===== config.mk =====
export PLATFORM = sky130hd
export DESIGN_NAME = dcache_controller_flat
export DESIGN_NICKNAME = d
export VERILOG_FILES = /design/src/rtl/dcache_pkg.sv /design/src/rtl/dcache_if.sv /design/src/rtl/dcache_victim_sel.sv /design/src/rtl/dcache_controller.sv /design/src/flat_wrapper.sv
export SDC_FILE = /design/constraint.sdc
export NUM_CORES = 1
export LEC_CHECK = 0
export ABC_AREA = 1
export CAP_MARGIN = 10
export CORE_UTILIZATION = 45
export DETAILED_ROUTE_END_ITERATION = 10
export PLACE_DENSITY = 0.66
export SYNTH_ARGS = -nofsm -noshare
export SYNTH_HDL_FRONTEND = slang
export SYNTH_SLANG_ARGS = --single-unit

===== constraint.sdc =====
create_clock -name clk -period 4.3 [get_ports clk]
set_clock_uncertainty 0.2 [all_clocks]
set_input_delay 0.43 -clock clk [delete_from_list [all_inputs] [get_ports clk]]
set_output_delay 0.43 -clock clk [all_outputs]
set_load 0.02 [all_outputs]

===== src/rtl/dcache_pkg.sv =====
// Shared definitions for the data cache controller.
//   - Geometry constants (LINES, TAG_W, DATA_W, IDX_W)
//   - Controller state encoding
//   - Address helpers: tag extraction and line-aligned address
package dcache_pkg;

  localparam int LINES  = 16;
  localparam int TAG_W  = 29;
  localparam int DATA_W = 32;
  localparam int IDX_W  = $clog2(LINES);

  typedef enum logic [1:0] {
    IDLE,
    MEM_RD,
    MEM_WR,
    DONE
  } state_e;

  // Tag is the word address above the 8-byte line offset.
  function automatic logic [TAG_W-1:0] tag_of(input logic [31:0] addr);
    return TAG_W'(addr >> 3);
  endfunction

  // Address presented to backing memory: offset bits cleared.
  function automatic logic [31:0] line_addr(input logic [31:0] addr);
    return addr & ~32'h7;
  endfunction

endpackage


===== src/rtl/dcache_if.sv =====
// Request/ack handshake between the cache controller and backing memory.
//   req   : request, held until ack
//   we    : 1 = write, 0 = read (valid while req is high)
//   addr  : line-aligned address
//   wdata : store data
//   ack   : one-cycle completion pulse
//   rdata : refill data, valid in the ack cycle
interface dcache_if;
  import dcache_pkg::*;

  logic              req;
  logic              we;
  logic [31:0]       addr;
  logic [DATA_W-1:0] wdata;
  logic              ack;
  logic [DATA_W-1:0] rdata;

  modport master (output req, we, addr, wdata, input ack, rdata);
  modport slave  (input req, we, addr, wdata, output ack, rdata);

endinterface


===== src/rtl/dcache_victim_sel.sv =====
// Replacement victim selection.
//   valid   : per-line valid bits
//   rr_ptr  : current round-robin pointer
//   victim  : lowest-index invalid line, else rr_ptr
//   use_rr  : 1 when the victim came from rr_ptr (pointer must advance)
//   rr_next : rr_ptr + 1, wrapping at LINES
module dcache_victim_sel
  import dcache_pkg::*;
(
  input  logic [LINES-1:0] valid,
  input  logic [IDX_W-1:0] rr_ptr,
  output logic [IDX_W-1:0] victim,
  output logic             use_rr,
  output logic [IDX_W-1:0] rr_next
);

  // NOTE: every output of a combinational block gets a default before any
  // conditional assignment, so no path leaves it unassigned (no latch).
  always_comb begin
    victim = rr_ptr;
    use_rr = 1'b1;
    // Scan downward so the lowest invalid index wins.
    for (int i = LINES - 1; i >= 0; i--) begin
      if (!valid[i]) begin
        victim = IDX_W'(i);
        use_rr = 1'b0;
      end
    end
  end

  // LINES is a power of two, so the natural overflow wraps 15 -> 0.
  assign rr_next = rr_ptr + IDX_W'(1);

endmodule


===== src/rtl/dcache_controller.sv =====
// Sequencing controller for a fully associative, write-through,
// no-write-allocate, read-allocate data cache.
//   clk, reset          : clock, synchronous active-high reset
//   cpu_*               : processor load/store port, cpu_stall holds it
//   arr_*               : data array index/write port, async read data
//   mem                 : request/ack handshake to backing memory
//   hit_cnt, miss_cnt   : saturating access statistics
module dcache_controller
  import dcache_pkg::*;
(
  input  logic              clk,
  input  logic              reset,
  input  logic [31:0]       cpu_addr,
  input  logic [DATA_W-1:0] cpu_wdata,
  input  logic              cpu_read,
  input  logic              cpu_write,
  output logic [DATA_W-1:0] cpu_rdata,
  output logic              cpu_stall,
  output logic [IDX_W-1:0]  arr_idx,
  output logic              arr_we,
  output logic [DATA_W-1:0] arr_wdata,
  input  logic [DATA_W-1:0] arr_rdata,
  dcache_if.master          mem,
  output logic [15:0]       hit_cnt,
  output logic [15:0]       miss_cnt
);

  state_e            state_q, state_d;
  logic [LINES-1:0]  valid_q;
  logic [TAG_W-1:0]  tag_q [LINES];
  logic [IDX_W-1:0]  rr_ptr_q, rr_next, victim;
  logic              use_rr;
  logic [DATA_W-1:0] fill_q;
  logic              wr_hit_q;
  logic [IDX_W-1:0]  wr_idx_q;

  logic              hit;
  logic [IDX_W-1:0]  hit_idx;
  logic              cnt_hit, cnt_miss, refill, capture;

  dcache_victim_sel u_victim (
    .valid   (valid_q),
    .rr_ptr  (rr_ptr_q),
    .victim  (victim),
    .use_rr  (use_rr),
    .rr_next (rr_next)
  );

  // Tag match; at most one line can match since lines are only allocated
  // on a miss.
  always_comb begin
    hit     = 1'b0;
    hit_idx = '0;
    for (int i = 0; i < LINES; i++) begin
      if (valid_q[i] && tag_q[i] == tag_of(cpu_addr)) begin
        hit     = 1'b1;
        hit_idx = IDX_W'(i);
      end
    end
  end

  always_comb begin
    state_d   = state_q;
    cpu_stall = 1'b0;
    cpu_rdata = arr_rdata;
    arr_idx   = hit_idx;
    arr_we    = 1'b0;
    arr_wdata = mem.rdata;
    mem.req   = 1'b0;
    mem.we    = 1'b0;
    mem.addr  = line_addr(cpu_addr);
    mem.wdata = cpu_wdata;
    cnt_hit   = 1'b0;
    cnt_miss  = 1'b0;
    refill    = 1'b0;
    capture   = 1'b0;

    unique case (state_q)
      IDLE: begin
        // A combined read+write takes the write path.
        if (cpu_write) begin
          cpu_stall = 1'b1;
          capture   = 1'b1;
          cnt_hit   = hit;
          cnt_miss  = !hit;
          state_d   = MEM_WR;
        end else if (cpu_read) begin
          if (hit) begin
            cnt_hit = 1'b1;
          end else begin
            cpu_stall = 1'b1;
            cnt_miss  = 1'b1;
            state_d   = MEM_RD;
          end
        end
      end
      MEM_RD: begin
        mem.req   = 1'b1;
        cpu_stall = 1'b1;
        arr_idx   = victim;
        if (mem.ack) begin
          arr_we  = 1'b1;
          refill  = 1'b1;
          state_d = DONE;
        end
      end
      MEM_WR: begin
        mem.req   = 1'b1;
        mem.we    = 1'b1;
        cpu_stall = 1'b1;
        arr_idx   = wr_idx_q;
        arr_wdata = cpu_wdata;
        if (mem.ack) begin
          arr_we  = wr_hit_q;
          state_d = DONE;
        end
      end
      DONE: begin
        cpu_rdata = fill_q;
        state_d   = IDLE;
      end
      default: state_d = IDLE;
    endcase
  end

  // NOTE: sequential state uses non-blocking assignments so every register
  // samples the pre-edge values of the others.
  always_ff @(posedge clk) begin
    if (reset) begin
      state_q  <= IDLE;
      valid_q  <= '0;
      rr_ptr_q <= '0;
      fill_q   <= '0;
      wr_hit_q <= 1'b0;
      wr_idx_q <= '0;
      hit_cnt  <= '0;
      miss_cnt <= '0;
      // NOTE: the tag store is small flop storage, so it is cleared here;
      // valid bits alone would suffice for correctness.
      for (int i = 0; i < LINES; i++) tag_q[i] <= '0;
    end else begin
      state_q <= state_d;
      if (capture) begin
        wr_hit_q <= hit;
        wr_idx_q <= hit_idx;
      end
      if (refill) begin
        valid_q[victim] <= 1'b1;
        tag_q[victim]   <= tag_of(cpu_addr);
        fill_q          <= mem.rdata;
        if (use_rr) rr_ptr_q <= rr_next;
      end
      if (cnt_hit && hit_cnt != 16'hFFFF)   hit_cnt  <= hit_cnt + 16'd1;
      if (cnt_miss && miss_cnt != 16'hFFFF) miss_cnt <= miss_cnt + 16'd1;
    end
  end

endmodule


===== src/flat_wrapper.sv =====
// flat-port wrapper written by rule: the top's interface ports become plain ports
module dcache_controller_flat import dcache_pkg::*;
  (clk, reset, cpu_addr, cpu_wdata, cpu_read, cpu_write, cpu_rdata, cpu_stall, arr_idx, arr_we, arr_wdata, arr_rdata, hit_cnt, miss_cnt, mem_req, mem_we, mem_addr, mem_wdata, mem_ack, mem_rdata);
  dcache_if mem_i ();
  input  logic clk;
  input  logic reset;
  input  logic [31:0] cpu_addr;
  input  logic [DATA_W-1:0] cpu_wdata;
  input  logic cpu_read;
  input  logic cpu_write;
  output logic [DATA_W-1:0] cpu_rdata;
  output logic cpu_stall;
  output logic [IDX_W-1:0] arr_idx;
  output logic arr_we;
  output logic [DATA_W-1:0] arr_wdata;
  input  logic [DATA_W-1:0] arr_rdata;
  output logic [15:0] hit_cnt;
  output logic [15:0] miss_cnt;
  output wire logic [$bits(mem_i.req)-1:0] mem_req;
  output wire logic [$bits(mem_i.we)-1:0] mem_we;
  output wire logic [$bits(mem_i.addr)-1:0] mem_addr;
  output wire logic [$bits(mem_i.wdata)-1:0] mem_wdata;
  input wire logic [$bits(mem_i.ack)-1:0] mem_ack;
  input wire logic [$bits(mem_i.rdata)-1:0] mem_rdata;
  assign mem_req = mem_i.req;
  assign mem_we = mem_i.we;
  assign mem_addr = mem_i.addr;
  assign mem_wdata = mem_i.wdata;
  assign mem_i.ack = mem_ack;
  assign mem_i.rdata = mem_rdata;
  dcache_controller u_core (.clk(clk), .reset(reset), .cpu_addr(cpu_addr), .cpu_wdata(cpu_wdata), .cpu_read(cpu_read), .cpu_write(cpu_write), .cpu_rdata(cpu_rdata), .cpu_stall(cpu_stall), .arr_idx(arr_idx), .arr_we(arr_we), .arr_wdata(arr_wdata), .arr_rdata(arr_rdata), .mem(mem_i), .hit_cnt(hit_cnt), .miss_cnt(miss_cnt));
endmodule

==> metrics.md, run 1 <==
| Metric | Value |
|---|---|
| Initial core utilization | `0.458` |
| Number of synthesized flops with an enable pin | `roughly 460` |
| Status | `finished clean` |
| Compound-Gate Fraction of Synth Area | `0.0658` |
| Post-synth top flop | `edfxtp_1` |
| Top post-synthesis cells by area | `edfxtp_1 (49%), nand2_1 (9.9%), nor2_1 (9.0%)` |
| # port buffers | `approximately 300` |
| Die Width | `roughly 250 um` |
| Worst R2R Path Depth | `14` |
| CTS Sinks | `roughly 560` |
| Critical Path AT | `between 3 and 4 ns` |
| DIE HEIGHT | `253 um` |
| FF-to-FF setup slack | `0.74 ns` |
| DP HPWL | `66200 um` |
| Req. time, crit path | `3.67 ns` |
| #FFs+latches synth | `555` |
| Clock power frac | `0.381` |
| Layout cells sized above 1 | `0.111` |
| Routed len/inst | `21.2 um` |
| VDD IR max | `0.000358 V` |
| Share of Yosys cell area claimed by the top area cell type | `0.491` |
| Final min period | `4.16 ns` |
| Hold Fails Final Rpt | `0` |
| Worst Min Path Start | `u_core.miss_cnt[9]$_SDFFE_PP0P_` |
| Final period util | `0.967` |
| Max-Cap Viols | `0` |
| Static Leak | `14.2 nW` |
| GRT Residual Overflow | `0` |
| Largest net degree at the start of global routing | `83` |
| RR Startpoint | `u_core.valid_q[15]$_SDFFE_PP0P_` |
| Synth area leader | `edfxtp_1` |
| Slowest stage delay, CP | `0.55 ns` |
| Nets | `roughly 3700` |
| Post-Route Utilization | `0.563` |
| TritonCTS clock tree | `done` |
| Synthesized area | `between 20000 and 30000 um2` |
| Via count | `23700` |
| CTS Buffer Depth | `3` |
| Final ANT Viol Nets | `0` |
| Max-slew violations | `0` |
| Worst min path class | `register to register` |
| Boundary Pins | `301` |
| Worst-path fanout max | `14` |
| Sequential Power Share | `0.433` |
| Final setup viols | `0` |
| Routed vias/inst | `~5.3` |
| Sw frac | `0.275` |
| H-tree lvl count | `2` |
| Slew @ Worst Pin | `0.972 ns` |
| Relative slew slack | `0.346` |
| Int Pwr | `around 0.010 W` |
| Total GRT Usage | `0.288` |
| Syn_area_per_cell | `8.74 um2` |
| Reg2reg end | `u_core.tag_q[1][16]$_SDFFCE_PN0P_` |
| 1st-pass router iterations | `5` |
| Mux cell area share after synthesis | `0.0127` |
| FFs w/ async S/R, synth | `0` |
| Unrepaired setup endpoints after global routing | `no` |
| Vias in the first global route | `22000` |
| Most common cell after layout, fill and taps aside | `nand2_1` |
| Startpoint type of the worst setup path | `primary input` |
| Top sig layer | `met5` |
| Total number of yosys warnings | `0` |
| Final wirelength | `93900 um` |
| Crit end category | `primary output` |
| Routed met3 length | `9140 um` |
| Routability congestion estimate | `0.952` |
| Area grow syn2layout | `22.9%` |
| CTS root buf | `clkbuf_16` |
| CP Class | `primary input to primary output` |
| Buf/Inv on CP | `5` |
| Comb pwr share | `0.186` |
| Metal-1 WL | `38200 um` |
| Worst-path clk slew | `0.06 ns` |
| Core area | `62100 um2` |
| Initial drt markers | `about 2800` |
| Worst path slowest cell | `clkdlybuf4s50_1` |
| CP cell instances | `clkdlybuf4s50_1 -> inv_2 -> buf_4 -> or2_0 -> nand3_1 -> nor3_1 -> nand2_1 -> nor2_1 -> nand2_1 -> nand2_1 -> o31ai_2 -> o21ai_0 -> inv_1 -> clkdlybuf4s50_1` |
| # hold bufs at CTS | `0` |
| Largest family of logic cells by synthesized area | `simple AND/OR/NAND/NOR gates` |
| Worst-Skew Late Latency | `0.64 ns` |
| CP top delay family | `buffers and inverters` |
| Xor/xnor share of the synthesized area | `0.0296` |
| Synth Area in Simple Gates | `0.244` |
| DR DRC count | `0` |
| Routed wl met2 | `42700 um` |
| Antenna violations before repair | `1` |
| Die area | `64100 um2` |
| Max Fclk | `241 MHz` |
| CP dominant cell by count | `nand2_1` |
| Rows | `between 90 and 100` |
| Critical Path Source | `cpu_addr[4]` |
| Post-Synth Adder-Cell Area | `0.00308` |
| Global-route wire length before repair | `around 140000 um` |
| Post-CTS Setup Bufs | `0` |
| Switching power | `0.00396 W` |
| Fillers | `5473` |
| CTS Buf Count | `60` |
| P per Cell Area | `about 410 nW/um2` |
| Synth cell types | `52` |
| Most frequent cells in the layout | `nand2_1 (749), nor2_1 (683), edfxtp_1 (464), clkdlybuf4s50_1 (286), inv_1 (234)` |
| Post-synthesis cell count | `3250` |
| Hold path endpoint | `u_core.miss_cnt[9]$_SDFFE_PP0P_` |
| Seq/Total Area, Yosys | `0.555` |
| Cells on Worst Hold Path | `2` |
| Final hold slack | `0.266 ns` |
[power by group through the flow]
stage | Clock, W | Combinational (W) | Sequential, W
2_1_floorplan | 0 | 0.00149 | 0.00632
3_3_place_gp | 0 | 0.00264 | 0.00633
3_5_place_dp | 0 | 0.00266 | 0.00635
4_1_cts | 0.00555 | 0.00267 | 0.00623
5_1_grt | 0.00576 | 0.00288 | 0.00627
6_report | 0.00550 | 0.00268 | 0.00624
[Yosys cell counts, types with 53 or more instances]
cell / instances
edfxtp_1: 464
nand4_1: 53
buf_4: 97
clkbuf_1: 104
o21ai_0: 140
nand2_1: 749
xor2_1: 54
nor3_1: 83
o22ai_1: 81
nor2_1: 683
inv_1: 235
a21oi_1: 57
nand3_1: 67
dfxtp_1: 91
[worst max path at each step]
| stage | to | slack, ns | cells after the start |
|---|---|---|---|
| finish | arr_idx[2] | 0.14 | 14 |
| global route | arr_idx[2] | 0.03 | 15 |
| floorplan | u_core.tag_q[5][0]$_SDFFCE_PN0P_ | 1.28 | 14 |
| global placement | arr_idx[0] | -0.11 | 26 |
| CTS | arr_idx[0] | 0.009 | 27 |
| detailed placement | arr_idx[0] | -0.11 | 26 |
[area by class of cell]
type	instances	area, um2	share of cell area
antenna	1	2.50	0.0000717
clock buffer	86	1720	0.0493
clock inverter	27	375	0.0108
inverter	264	1010	0.0289
multi-input combinational	2169	10100	0.290
sequential	555	15800	0.451
tap	837	1050	0.0300
timing repair buffer	499	4870	0.140
[registers in the layout, indices dropped and copies added, names as in the netlist]
| name | count |
|---|---|
| u_core.fill_q | 32 |
| u_core.hit_cnt | 16 |
| u_core.miss_cnt | 16 |
| u_core.rr_ptr_q | 4 |
| u_core.state_q | 2 |
| u_core.tag_q | 464 |
| u_core.valid_q | 16 |
| u_core.wr_hit_q | 1 |
| u_core.wr_idx_q | 4 |
[cell families (layout without fill, tap and decap cells)]
family / Yosys count / after routing
mux: 32 / 32
buf+inv: 528 / 876
xor+xnor: 96 / 96
compound gates: 336 / 336
fa+ha+maj: 7 / 7
simple gates: 1695 / 1695
other cells: 1 / 4
flops: 555 / 555
[metal layers]
| metal | global-route usage | vias up |
|---|---|---|
| li1 | - | 11200 |
| met1 | 0.404 | 11200 |
| met2 | 0.449 | 1157 |
| met3 | 0.0375 | 206 |
| met4 | 0.120 | 2 |
| met5 | 0 | - |
[repair_timing]
action / CTS / global route
endpoints found under the setup margin: 1 / 5
cloned: 0 / 0
gates resized for setup: 4 / 17
hold endpoints to repair: 0 / 0
[worst reg2reg max path, stage by stage, from the launching register on]
cell     delay, ns
dfxtp_1       0.30
inv_1         0.25
o21ai_0       0.18
a21oi_1       0.15
o21ai_0       0.08
a21oi_1       0.17
o21ai_0       0.10
a21oi_1       0.20
o21ai_0       0.15
a21oi_1       0.25
inv_1         0.18
nor2_1        0.34
nand2_1       0.15
nand2_1       0.09
buf_4         0.41
[per-stage QoR]
step / instances / total power [W] / area (um2) / TNS [ns] / setup WS [ns]
3_3_place_gp: 4324 / 0.00898 / 32700 / -0.110 / -0.110
3_5_place_dp: 4324 / 0.00900 / 32700 / -0.109 / -0.109
2_1_floorplan: 3252 / 0.00781 / 28400 / 0 / 1.28
4_1_cts: 4437 / 0.0145 / 34800 / 0 / 0.00864
5_1_grt: 4437 / 0.0149 / 34900 / 0 / 0.0292
6_report: 4438 / 0.0144 / 34900 / 0 / 0.144
(Power assumes the default switching activity.)
==> run 2: changes to the inputs <==
PLACE_DENSITY = 0.73   (was 0.66)
==> run 2 against run 1 <==
- highest routed layer unchanged
- global-route usage decreased by 0.071 points
- routed wire length decreased by 0.36%
- sequential share of layout area increased by 0.10 points
- register-to-register slack improved by 0.07 ns
- cell count increased by 0.29%
- non-clock buffer count increased by 11
- power decreased by 2.3%
- largest cell class unchanged
- critical path depth increased by 2
==> metrics.md, run 2 (same netlist as run 1, synthesis figures left out) <==
| Metric | Value |
|---|---|
| Status | `finished clean` |
| DP Cell Count | `4335 (+0.25%)` |
| # port buffers | `294 (unchanged)` |
| CTS Buffer Depth | `3 (unchanged)` |
| DIE HEIGHT | `253 um (unchanged)` |
| Slew @ Worst Pin | `0.878 ns (-0.0937 ns)` |
| Boundary Pins | `301 (unchanged)` |
| Core area | `62100 um2 (unchanged)` |
| Final ANT Viol Nets | `0 (unchanged)` |
| DP HPWL | `65700 um (-0.71%)` |
| Fin area | `34800 um2 (-0.23%)` |
| 1st-pass router iterations | `6 (+1)` |
| Routability congestion estimate | `0.947 (-0.54%)` |
| TritonCTS clock tree | `done` |
| Via count | `24300 (+2.6%)` |
| Worst min path class | `primary input to register` |
| Setup TNS | `0 ns (unchanged)` |
| Multi-input gate area in the final layout | `10100 um2 (-0.16%)` |
| Static Leak | `14.1 nW (-0.30%)` |
| Power after layout | `0.0141 W (-2.3%)` |
| H-tree lvl count | `2 (unchanged)` |
| Most common cell after layout, fill and taps aside | `nand2_1` |
| Relative slew slack | `0.413 (+0.0672)` |
| Area grow syn2layout | `22.6%` |
| Max-slew violations | `0 (unchanged)` |
| Top reg by flops | `u_core.tag_q` |
| Unrepaired setup endpoints after global routing | `no` |
| Layout cells sized above 1 | `0.114 (+0.00212)` |
| Number of flip-flops in the largest register | `464 (unchanged)` |
| Vias in the first global route | `22400 (+2.1%)` |
| Routed len/inst | `21.0 um (-0.65%)` |
| Die area | `64100 um2 (unchanged)` |
| Antenna violations before repair | `2 (+1)` |
| Register Area | `15800 um2 (unchanged)` |
| DR DRC count | `0 (unchanged)` |
| Post-Route Utilization | `0.561 (-0.00129)` |
| Req. time, crit path | `3.67 ns (about the same)` |
| Most frequent cells in the layout | `nand2_1 (749), nor2_1 (683), edfxtp_1 (464), clkdlybuf4s50_1 (287), inv_1 (234)` |
| Rows | `91 (unchanged)` |
| Initial core utilization | `0.458 (unchanged)` |
| Final period util | `0.962 (-0.00419)` |
| CP Class | `primary input to primary output` |
| Max-Cap Viols | `0 (unchanged)` |
| Fillers | `5329 (-2.6%)` |
| Initial drt markers | `3214 (+14%)` |
| CTS Sinks | `555 (unchanged)` |
| Worst-Skew Late Latency | `0.67 ns (+0.03 ns)` |
| Worst-path clk slew | `0.06 ns (about the same)` |
| Crit end category | `primary output` |
| Final Non-Filler Cells | `4451 (+0.29%)` |
| Post-DP Area | `32900 um2 (+0.33%)` |
| Routed vias/inst | `5.47 (+2.3%)` |
| Final min period | `4.14 ns (-0.0180 ns)` |
| Nets | `3700 (+0.30%)` |
| Die Width | `253 um (unchanged)` |
| Final setup viols | `0 (unchanged)` |
| Worst-path fanout max | `14 (unchanged)` |
| Hold Fails Final Rpt | `0 (unchanged)` |
| Global-route wire length before repair | `137000 um (+0.74%)` |
| P per Cell Area | `404 nW/um2 (-2.1%)` |
| CTS Buf Count | `60 (unchanged)` |
| Total GRT Usage | `0.287 (-0.000710)` |
| Critical Path AT | `3.51 ns (-0.02 ns)` |
| Largest net degree at the start of global routing | `67 (-19%)` |
| Final wirelength | `93500 um (-0.36%)` |
| GRT Residual Overflow | `0 (unchanged)` |
| VDD IR max | `0.000332 V (-7.1%)` |
| Biggest regs | `u_core.tag_q: 464 flops, u_core.fill_q: 32 flops` |
| Max Fclk | `242 MHz (+0.44%)` |
| Startpoint type of the worst setup path | `primary input` |
| CTS root buf | `clkbuf_16` |
## run 2: path summary, 6_finish.rpt
check | startpoint | to | cells after the start | slack, ns
setup / recovery | cpu_addr[26] | arr_idx[3] | 16 | 0.16
setup reg to reg | u_core.valid_q[15]$_SDFFE_PP0P_ | u_core.tag_q[2][1]$_SDFFCE_PN0P_ | 14 | 0.81
hold reg to reg | u_core.hit_cnt[8]$_SDFFE_PP0P_ | u_core.hit_cnt[8]$_SDFFE_PP0P_ | 2 | 0.27
hold / removal | mem_rdata[6] | u_core.fill_q[6]$_SDFFE_PP0P_ | 3 | 0.27
## run 2: where the power goes
part | internal, W | switching (W) | leakage (nW) | total (W)
clock | 0.00289 | 0.00226 | 0.934 | 0.00516
sequential | 0.00609 | 0.000147 | 5.53 | 0.00624
combinational | 0.00105 | 0.00163 | 7.65 | 0.00268
total | 0.0100 | 0.00404 | 14.1 | 0.0141
## run 2: metal layers
| metal | up-vias | global-route usage | part of all wire |
|---|---|---|---|
| met3 | 268 | 0.0558 | 0.11 |
| li1 | 11200 | - | - |
| met2 | 1338 | 0.449 | 0.45 |
| met5 | - | 0 | 0.00025 |
| met1 | 11500 | 0.384 | 0.38 |
| met4 | 4 | 0.136 | 0.053 |
## run 2: layout make-up
class / instances / area share
clock buffers: 76 / 0.0460
flip-flops and latches: 555 / 0.452
repair buffers: 510 / 0.142
inverters: 264 / 0.0288
well taps: 837 / 0.0301
diodes: 2 / 0.000144
clock inverters: 38 / 0.0102
multi-input cells: 2169 / 0.290
## run 2: critical path: stages
cell and delay [ns]:
clkdlybuf4s50_1 0.52, inv_2 0.22, buf_12 0.21, buf_4 0.20, nand2_1 0.06, nand4_1 0.10, nor2_1 0.06, nand3_1 0.08
nor2_1 0.05, nand2_1 0.21, nand2_1 0.21, nor2_2 0.22, nand2_4 0.11, o21ai_0 0.19, inv_1 0.06, clkdlybuf4s50_1 0.55
## run 2: per-stage QoR
| stage | worst slack [ns] | hold slack (ns) |
|---|---|---|
| after detailed placement | -0.106 | 0.264 |
| after global placement | -0.0717 | 0.251 |
| final | 0.162 | 0.266 |
| after global routing | 0.0150 | 0.264 |
| after floorplan | 1.28 | 0.236 |
| after CTS | 0.0410 | 0.230 |
## run 2: timing repair
| action | CTS | global route |
|---|---|---|
| buffers inserted | 0 | 0 |
| hold buffers | 0 | 0 |
| gates cloned | 0 | 0 |
| gates resized for setup | 2 | 6 |
| setup endpoints to repair | 3 | 4 |
